<file path="src/rtl/canvas_write_arbiter.sv">
// Arbitrates the canvas BRAM write port between the clear sweep, pen-stroke draws
// and camera pixels, encoding each write into the 8-bit canvas pixel format.
module canvas_write_arbiter #(
    parameter int DEPTH      = 76800,
    parameter int ADDR_WIDTH = 17
) (
    input  logic                  clk_in,
    input  logic                  rst_in,
    input  logic                  clear_req_in,
    output logic                  clear_busy_out,
    input  logic                  draw_valid_in,
    output logic                  draw_ready_out,
    input  logic [ADDR_WIDTH-1:0] draw_addr_in,
    input  logic [1:0]            draw_color_in,
    input  logic                  cam_valid_in,
    input  logic [ADDR_WIDTH-1:0] cam_addr_in,
    input  logic [5:0]            cam_gray_in,
    output logic [15:0]           cam_drop_count_out,
    output logic [ADDR_WIDTH-1:0] bram_addr_out,
    output logic [7:0]            bram_din_out,
    output logic                  bram_we_out,
    output logic                  state_dbg_out
);

    typedef enum logic {
        IDLE  = 1'b0,
        CLEAR = 1'b1
    } state_t;

    localparam logic [ADDR_WIDTH:0]   DEPTH_EXT = (ADDR_WIDTH + 1)'(DEPTH);
    localparam logic [ADDR_WIDTH-1:0] LAST_ADDR = ADDR_WIDTH'(DEPTH - 1);

    state_t                state_q, state_d;
    logic [ADDR_WIDTH-1:0] sweep_q, sweep_d;
    logic                  hold_vld_q, hold_vld_d;
    logic [ADDR_WIDTH-1:0] hold_addr_q, hold_addr_d;
    logic [5:0]            hold_gray_q, hold_gray_d;
    logic [15:0]           drop_q, drop_d;
    logic                  we_q, we_d;
    logic [ADDR_WIDTH-1:0] addr_q, addr_d;
    logic [7:0]            din_q, din_d;
    logic                  busy_q, busy_d;

    logic draw_in_range;
    logic cam_take;
    logic draw_ready;
    logic draw_fire;

    // Draw handshake: a request transfers on a rising edge where draw_valid_in
    // and draw_ready_out are both high; ready never depends on valid.
    assign draw_ready    = !rst_in && (state_q == IDLE) && !clear_req_in;
    assign draw_fire     = draw_valid_in && draw_ready;
    assign draw_in_range = ({1'b0, draw_addr_in} < DEPTH_EXT);
    // Out-of-range camera pixels are consumed on arrival and never occupy the hold slot.
    assign cam_take      = cam_valid_in && ({1'b0, cam_addr_in} < DEPTH_EXT);

    always_comb begin
        state_d     = state_q;
        sweep_d     = sweep_q;
        hold_vld_d  = hold_vld_q;
        hold_addr_d = hold_addr_q;
        hold_gray_d = hold_gray_q;
        drop_d      = drop_q;
        we_d        = 1'b0;
        addr_d      = addr_q;
        din_d       = din_q;
        busy_d      = 1'b0;

        case (state_q)
            IDLE: begin
                if (clear_req_in) begin
                    // First sweep write goes out on the same edge that sees the request.
                    we_d       = 1'b1;
                    addr_d     = '0;
                    din_d      = 8'h00;
                    busy_d     = 1'b1;
                    hold_vld_d = 1'b0;
                    sweep_d    = ADDR_WIDTH'(1);
                    state_d    = (LAST_ADDR == '0) ? IDLE : CLEAR;
                end else if (draw_fire) begin
                    if (draw_in_range) begin
                        we_d   = 1'b1;
                        addr_d = draw_addr_in;
                        din_d  = {2'b11, 4'b0000, draw_color_in};
                    end
                    if (cam_take) begin
                        if (!hold_vld_q) begin
                            hold_vld_d  = 1'b1;
                            hold_addr_d = cam_addr_in;
                            hold_gray_d = cam_gray_in;
                        end else if (drop_q != 16'hFFFF) begin
                            drop_d = drop_q + 16'd1;
                        end
                    end
                end else if (hold_vld_q) begin
                    we_d        = 1'b1;
                    addr_d      = hold_addr_q;
                    din_d       = {2'b00, hold_gray_q};
                    hold_vld_d  = cam_take;
                    hold_addr_d = cam_addr_in;
                    hold_gray_d = cam_gray_in;
                end else if (cam_take) begin
                    we_d   = 1'b1;
                    addr_d = cam_addr_in;
                    din_d  = {2'b00, cam_gray_in};
                end
            end
            CLEAR: begin
                we_d    = 1'b1;
                addr_d  = sweep_q;
                din_d   = 8'h00;
                busy_d  = 1'b1;
                sweep_d = sweep_q + ADDR_WIDTH'(1);
                if (sweep_q == LAST_ADDR) begin
                    state_d = IDLE;
                end
            end
            default: begin
                state_d = IDLE;
            end
        endcase
    end

    always_ff @(posedge clk_in) begin
        if (rst_in) begin
            state_q     <= IDLE;
            sweep_q     <= '0;
            hold_vld_q  <= 1'b0;
            hold_addr_q <= '0;
            hold_gray_q <= '0;
            drop_q      <= '0;
            we_q        <= 1'b0;
            addr_q      <= '0;
            din_q       <= '0;
            busy_q      <= 1'b0;
        end else begin
            state_q     <= state_d;
            sweep_q     <= sweep_d;
            hold_vld_q  <= hold_vld_d;
            hold_addr_q <= hold_addr_d;
            hold_gray_q <= hold_gray_d;
            drop_q      <= drop_d;
            we_q        <= we_d;
            addr_q      <= addr_d;
            din_q       <= din_d;
            busy_q      <= busy_d;
        end
    end

    assign draw_ready_out     = draw_ready;
    assign clear_busy_out     = busy_q;
    assign cam_drop_count_out = drop_q;
    assign bram_we_out        = we_q;
    assign bram_addr_out      = addr_q;
    assign bram_din_out       = din_q;
    assign state_dbg_out      = (state_q == CLEAR);

endmodule

</file>
<file path="config.mk">
export PLATFORM = sky130hd
export DESIGN_NAME = canvas_write_arbiter
export DESIGN_NICKNAME = d
export VERILOG_FILES = /design/src/rtl/canvas_write_arbiter.sv
export SDC_FILE = /design/constraint.sdc
export NUM_CORES = 1
export LEC_CHECK = 0
export ABC_AREA = 1
export CAP_MARGIN = 20
export CORE_ASPECT_RATIO = 1.4
export CORE_MARGIN = 2
export CORE_UTILIZATION = 57
export DETAILED_ROUTE_END_ITERATION = 8
export PLACE_DENSITY = 0.86
export SLEW_MARGIN = 10
export SYNTH_ARGS = -nofsm -noshare
export SYNTH_HDL_FRONTEND = slang
export SYNTH_SLANG_ARGS = --single-unit
</file>
<file path="constraint.sdc">
create_clock -name clk_in -period 4.12 [get_ports clk_in]
set_clock_uncertainty 0.1 [all_clocks]
set_input_delay 1.03 -clock clk_in [delete_from_list [all_inputs] [get_ports clk_in]]
set_output_delay 1.03 -clock clk_in [all_outputs]
set_load 0.02 [all_outputs]
</file>
* Word-level counts from Yosys, hierarchy flattened
Index checks and enable logic that the tools add are counted.
** Storage, ports and cells
- Register bits after elaboration :: 85
- Word-level logic and storage cells :: 71
** Operators by class
- Reductions and logical operators :: 11
- Bitwise operators :: 2
- Muxes and demuxes :: 36
- Equality and inequality tests :: 8
- $add $sub $neg :: 2
- $lt $le $gt $ge :: 2
** Operators by type and width (count)
- 17-bit 2-to-1 mux :: 10
- 17-bit case mux with 2 select lines :: 2
- 8-bit 2-to-1 mux :: 5
- 17-bit less-than comparator, second input constant :: 2
- 6-bit 2-to-1 mux :: 4
- 17-bit by 1-bit adder with 17-bit output, second input constant :: 1
- 17-bit == test, second input constant :: 1
- 16-bit by 1-bit adder with 16-bit output, second input constant :: 1
- 16-bit inequality test, second input constant :: 1
- 8-bit case mux with 2 select lines :: 1
- 1-bit 2-to-1 mux :: 11
- 2-bit inequality test, second input constant :: 3
- 1-bit case mux with 2 select lines :: 3
- 6-bit AND reduction :: 1
- 5-bit inequality test, second input constant :: 1
- 5-bit AND reduction :: 1
- 1-bit logical AND :: 4
- 4-bit inequality test, second input constant :: 1
- 2-bit AND reduction :: 2
- 3-bit inequality test, second input constant :: 1
- 1-bit logical NOT :: 2
- 1-bit inverter :: 2
- 2-bit nonzero test :: 1

* Depth between registers and ports, before layout
Gate-level depths: netlist (run 1).
- Depth after elaboration :: 7
- Gate-level depth with buffers :: 10

* Worst setup path after synthesis (run 1)
Ideal clock, no wire load.
- Path type :: input port to output port
- Start :: input port rst_in
- End :: output port draw_ready_out
- Data required time :: 2.990 ns
- Cell stages on the path :: 2
- Slack :: 1.439 ns
- Arrival :: 1.551 ns
- Cell sequence :: clkbuf_1 -> nor2_1
** On the way
- Longest elaborated chain between the ends :: 3
** RTL lines
- start: declaration :: RTL line 8 : input logic rst_in,
- 1-bit logical NOT :: RTL line 51 : assign draw_ready = !rst_in && (state_q == IDLE) && !clear_req_in;
- 1-bit logical AND (2 in a row) :: RTL line 51
- end: declaration :: RTL line 12 : output logic draw_ready_out,
No other way between the ends.

* Worst setup path in the final report (run 1)
- Start :: input port clear_req_in
- End :: output port draw_ready_out
** On the way
- Longest elaborated chain between the ends :: 2
** RTL lines
- start: declaration :: RTL line 9 : input logic clear_req_in,
- 1-bit logical NOT :: RTL line 51
- 1-bit logical AND :: RTL line 51
No other way between the ends.

==> Flow_metrics.wiki, run 1 <==
{| class="wikitable"
! Metric !! Value
|-
| Outcome || completed
|-
| Register area share after synthesis || a little over a third
|-
| Launch point of the worst reg-to-reg path || state_dbg_out
|-
| Share of the cycle needed by the critical path after routing || between 90% and 100%
|-
| Maximum clock frequency || 270 MHz
|-
| Std-Cell Rows || 39
|-
| CP Capture Type || output pin
|-
| All-layer global routing usage || approximately a third
|-
| Static power due to leakage || 2.50 nW
|-
| Die Wd || approximately 82 um
|-
| Power share of the combinational group || about 16%
|-
| Critical path arrival || between 2 and 3 ns
|-
| Initial antenna violation count || 0
|-
| Routed WL per cell || ~15 um
|-
| Kind of critical path || input pin to output pin
|-
| DRC violations left || 0
|-
| Net count, final || around 900
|-
| Buffers from clock root to sink, at most || 2
|-
| Post-route total power || about 0.0021 W
|-
| Largest fanout on the critical path || 6
|-
| Per-instance average area after synthesis || about 6.2 sq um
|-
| FF+latch count, synth || between 80 and 90
|-
| Mapped Area || roughly 4800 sq um
|-
| Unrepaired setup endpoints after global routing || false
|-
| Antenna Diode Count || 0
|-
| Destination of the worst hold path || hold_addr_q[1]
|-
| Post-detailed-route count of antenna-violating nets || 0
|-
| Growth of design area from synthesis to finish || 24.6%
|-
| Detailed placement HPWL || between 10000 and 15000 um
|-
| WP data required || approximately 3 ns
|-
| Primary flip-flop cell chosen by synthesis mapping || sky130_fd_sc_hd__dfxtp_1
|-
| Multiplexer share of the synthesized area || 0%
|-
| Maximum level of the CTS H-tree || 3
|-
| Sequential share of power || approximately 42%
|-
| DRT iter0 DRCs || 500
|-
| Tmin final || roughly 3.7 ns
|-
| Synthesized-area fraction occupied by adder cells || less than 1%
|-
| Hold buffer count at CTS || 0
|-
| Placer's final routability congestion estimate || just over 1
|-
| Buffer type at the clock tree root || sky130_fd_sc_hd__clkbuf_16
|-
| Main combinational cell family by area after synthesis || simple AND/OR/NAND/NOR gates
|-
| Die height || ~110 um
|-
| Worst setup SP type || input pin
|-
| Worst min path class || register to register
|-
| Number of detailed-routing iterations run before antenna repair || 5
|-
| Transition time at the pin with the least slew margin || about 0.7 ns
|-
| Initial standard-cell utilization of the core || roughly three fifths
|-
| Clock transition at path regs || approximately 0.06 ns
|-
| Final setup vio count || 0
|-
| Post-synthesis net count || 830
|-
| # resized after CTS || 0
|-
| Unique cell type count in the Yosys netlist || 37
|-
| Total count of max-transition violations in the final report || 0
|-
| Post-synth EDFFs || 0
|-
| Terminus of the critical flop-to-flop path || cam_drop_count_out[0]
|-
| Layout cells sized above 1 || ~4.8%
|-
| Register-to-register setup slack || around 1.8 ns
|-
| TritonCTS buffer count || 9
|-
| Synth Area in Compound Gates || between 10 and 15%
|-
| Xor/xnor cell area share of the yosys netlist || 0.906%
|-
| VDD IR-drop max || between 0.0002 and 0.0003 V
|-
| First-pass GRT wire length || between 20000 and 25000 um
|-
| Ys async rst share || 0%
|-
| Via count of the first global-routing pass || around 5000
|-
| Worst min-delay path startpoint || hold_addr_q[1]
|-
| Max_slew headroom || between 50% and 60%
|-
| Routed vias || around 5300
|-
| Final hold viol count || 0
|-
| TritonCTS clock tree || yes
|-
| Clock net sink count || 84
|-
| Internal power || 0.00153 W
|-
| Max-Cap Viols || 0
|-
| Total net switching power || between 0.0005 and 0.0006 W
|-
| Post-CTS setup-driven buffer insertion count || 0
|-
| Drt via density || 5.51
|-
| Core footprint || 8200 sq um
|-
| Worst-skew pair later-pin latency || 0.35 ns
|-
| Area enclosed by the die boundary || approximately 9000 sq um
|-
| Switching Fraction || between 20% and 30%
|-
| Clock Power Share || between 40% and 50%
|-
| Instance count along the most critical hold path || 2
|-
| Power density normalized to cell area || between 300 and 400 nW/um^2
|-
| Post-synthesis instance total || just under 800
|-
| Number of cells traversed by the worst register-to-register path || 9
|-
| Maximum number of pins on one net before global-route repair || 61
|-
| Final total negative setup slack || 0 ns
|-
| Total congestion overflow after global routing || 0
|-
| Simple-gate share of the synthesized area || around two fifths
|-
| PortBufs || 91
|-
| Detailed Route WL || around 14000 um
|-
| Count of yosys warnings during synthesis || 0
|-
| Boundary pin count || 92
|}
-- critical path, stage by stage --
cell,delay (ns)
sky130_fd_sc_hd__clkdlybuf4s50_1,0.51
sky130_fd_sc_hd__inv_1,0.15
sky130_fd_sc_hd__nand2_2,0.13
sky130_fd_sc_hd__nor2_1,0.14
sky130_fd_sc_hd__clkdlybuf4s50_1,0.62
-- layer usage --
layer | vias up | GRT usage [%] | share of wire, %
met5 | - | 0 | 0
met4 | 0 | 18.3 | 4.6
met3 | 46 | 5.02 | 5.9
met2 | 233 | 55.8 | 51
met1 | 2407 | 36.3 | 39
li1 | 2613 | - | -
-- cell usage in the layout, fill, tap and decap left out, drive strengths merged --
master,count
o22ai,3
nand2,223
xor2,5
a32oi,1
nor3,4
nand3b,3
nor4,2
a22o,1
a21oi,28
a31oi,2
clkbuf,12
dfxtp,84
nand3,82
a211oi,2
o211ai,2
buf,6
nand4,14
o21ai,46
nor2,142
a22oi,2
ha,2
bufinv,2
clkinvlp,1
clkdlybuf4s50,91
clkinv,2
nor3b,1
inv,97
-- cells in the mapped netlist, types with 5 or more instances --
cell type	instances	share of area, %
sky130_fd_sc_hd__nand4_1	14	1.8
sky130_fd_sc_hd__nor2_1	136	11
sky130_fd_sc_hd__nand3_1	79	8.2
sky130_fd_sc_hd__xor2_1	5	0.91
sky130_fd_sc_hd__o21ai_0	45	4.7
sky130_fd_sc_hd__clkbuf_1	9	0.70
sky130_fd_sc_hd__inv_1	94	7.3
sky130_fd_sc_hd__buf_6	7	1.6
sky130_fd_sc_hd__nand2_1	218	17
sky130_fd_sc_hd__dfxtp_1	84	35
sky130_fd_sc_hd__a21oi_1	27	2.8
sky130_fd_sc_hd__buf_2	7	0.72
sky130_fd_sc_hd__buf_4	7	1.1
-- area by class of cell --
type / count / area, sq um
flip-flops and latches: 84 / 1680
clock buffers: 12 / 246
repair buffers: 97 / 956
clock inverters: 4 / 72.6
inverters: 98 / 373
fillers: 680 / 2170
multi-input cells: 565 / 2570
well taps: 102 / 128
-- sequential cells by signal, indices dropped and copies added (netlist names), 6 cells and up --
name,flops
bram_addr_out,17
bram_din_out,7
cam_drop_count_out,16
hold_addr_q,17
hold_gray_q,6
sweep_q,17
-- stage by stage --
step                hold WS, ns  setup WS [ns]  instances  utilization, %  instance area (sq um)
floorplan                 0.339           1.44        781               -                   4840
global placement          0.349          0.433        946            69.6                   5700
detailed placement        0.358          0.410        946            69.6                   5700
CTS                       0.373          0.408        962            73.5                   6020
global route              0.394          0.316        962            73.5                   6020
finish                    0.372          0.412        962            73.5                   6020
-- power by group through the flow --
stage | logic [W] | registers [W] | clock network, W
after global routing | 0.000356 | 0.000872 | 0.000913
after global placement | 0.000313 | 0.000885 | 0
after CTS | 0.000320 | 0.000869 | 0.000876
after detailed placement | 0.000318 | 0.000887 | 0
after floorplan | 0.000165 | 0.000910 | 0
final | 0.000321 | 0.000870 | 0.000873
-- kinds of logic after synthesis --
group / count (synthesis)
and+or+nand+nor: 471
buffers and inverters: 132
adders and majority gates: 2
AOI/OAI and AO/OA: 87
xor gates and xnor gates: 5
DFF: 84
-- worst max-delay path by stage --
stage                           endpoint  slack (ns)    startpoint
final                     draw_ready_out        0.41  clear_req_in
after global routing      draw_ready_out        0.32  clear_req_in
after CTS                 draw_ready_out        0.41  clear_req_in
after detailed placement  draw_ready_out        0.41  clear_req_in
after global placement    draw_ready_out        0.43  clear_req_in
after floorplan           draw_ready_out        1.44        rst_in
Note: power is estimated with default switching activity, not from simulation.
==> inputs of run 2 (changes only) <==
Settings changed: CAP_MARGIN 20 to unset.
==> results of run 2 <==
No change in the layout: final DEF, timing and power equal those of run 1.
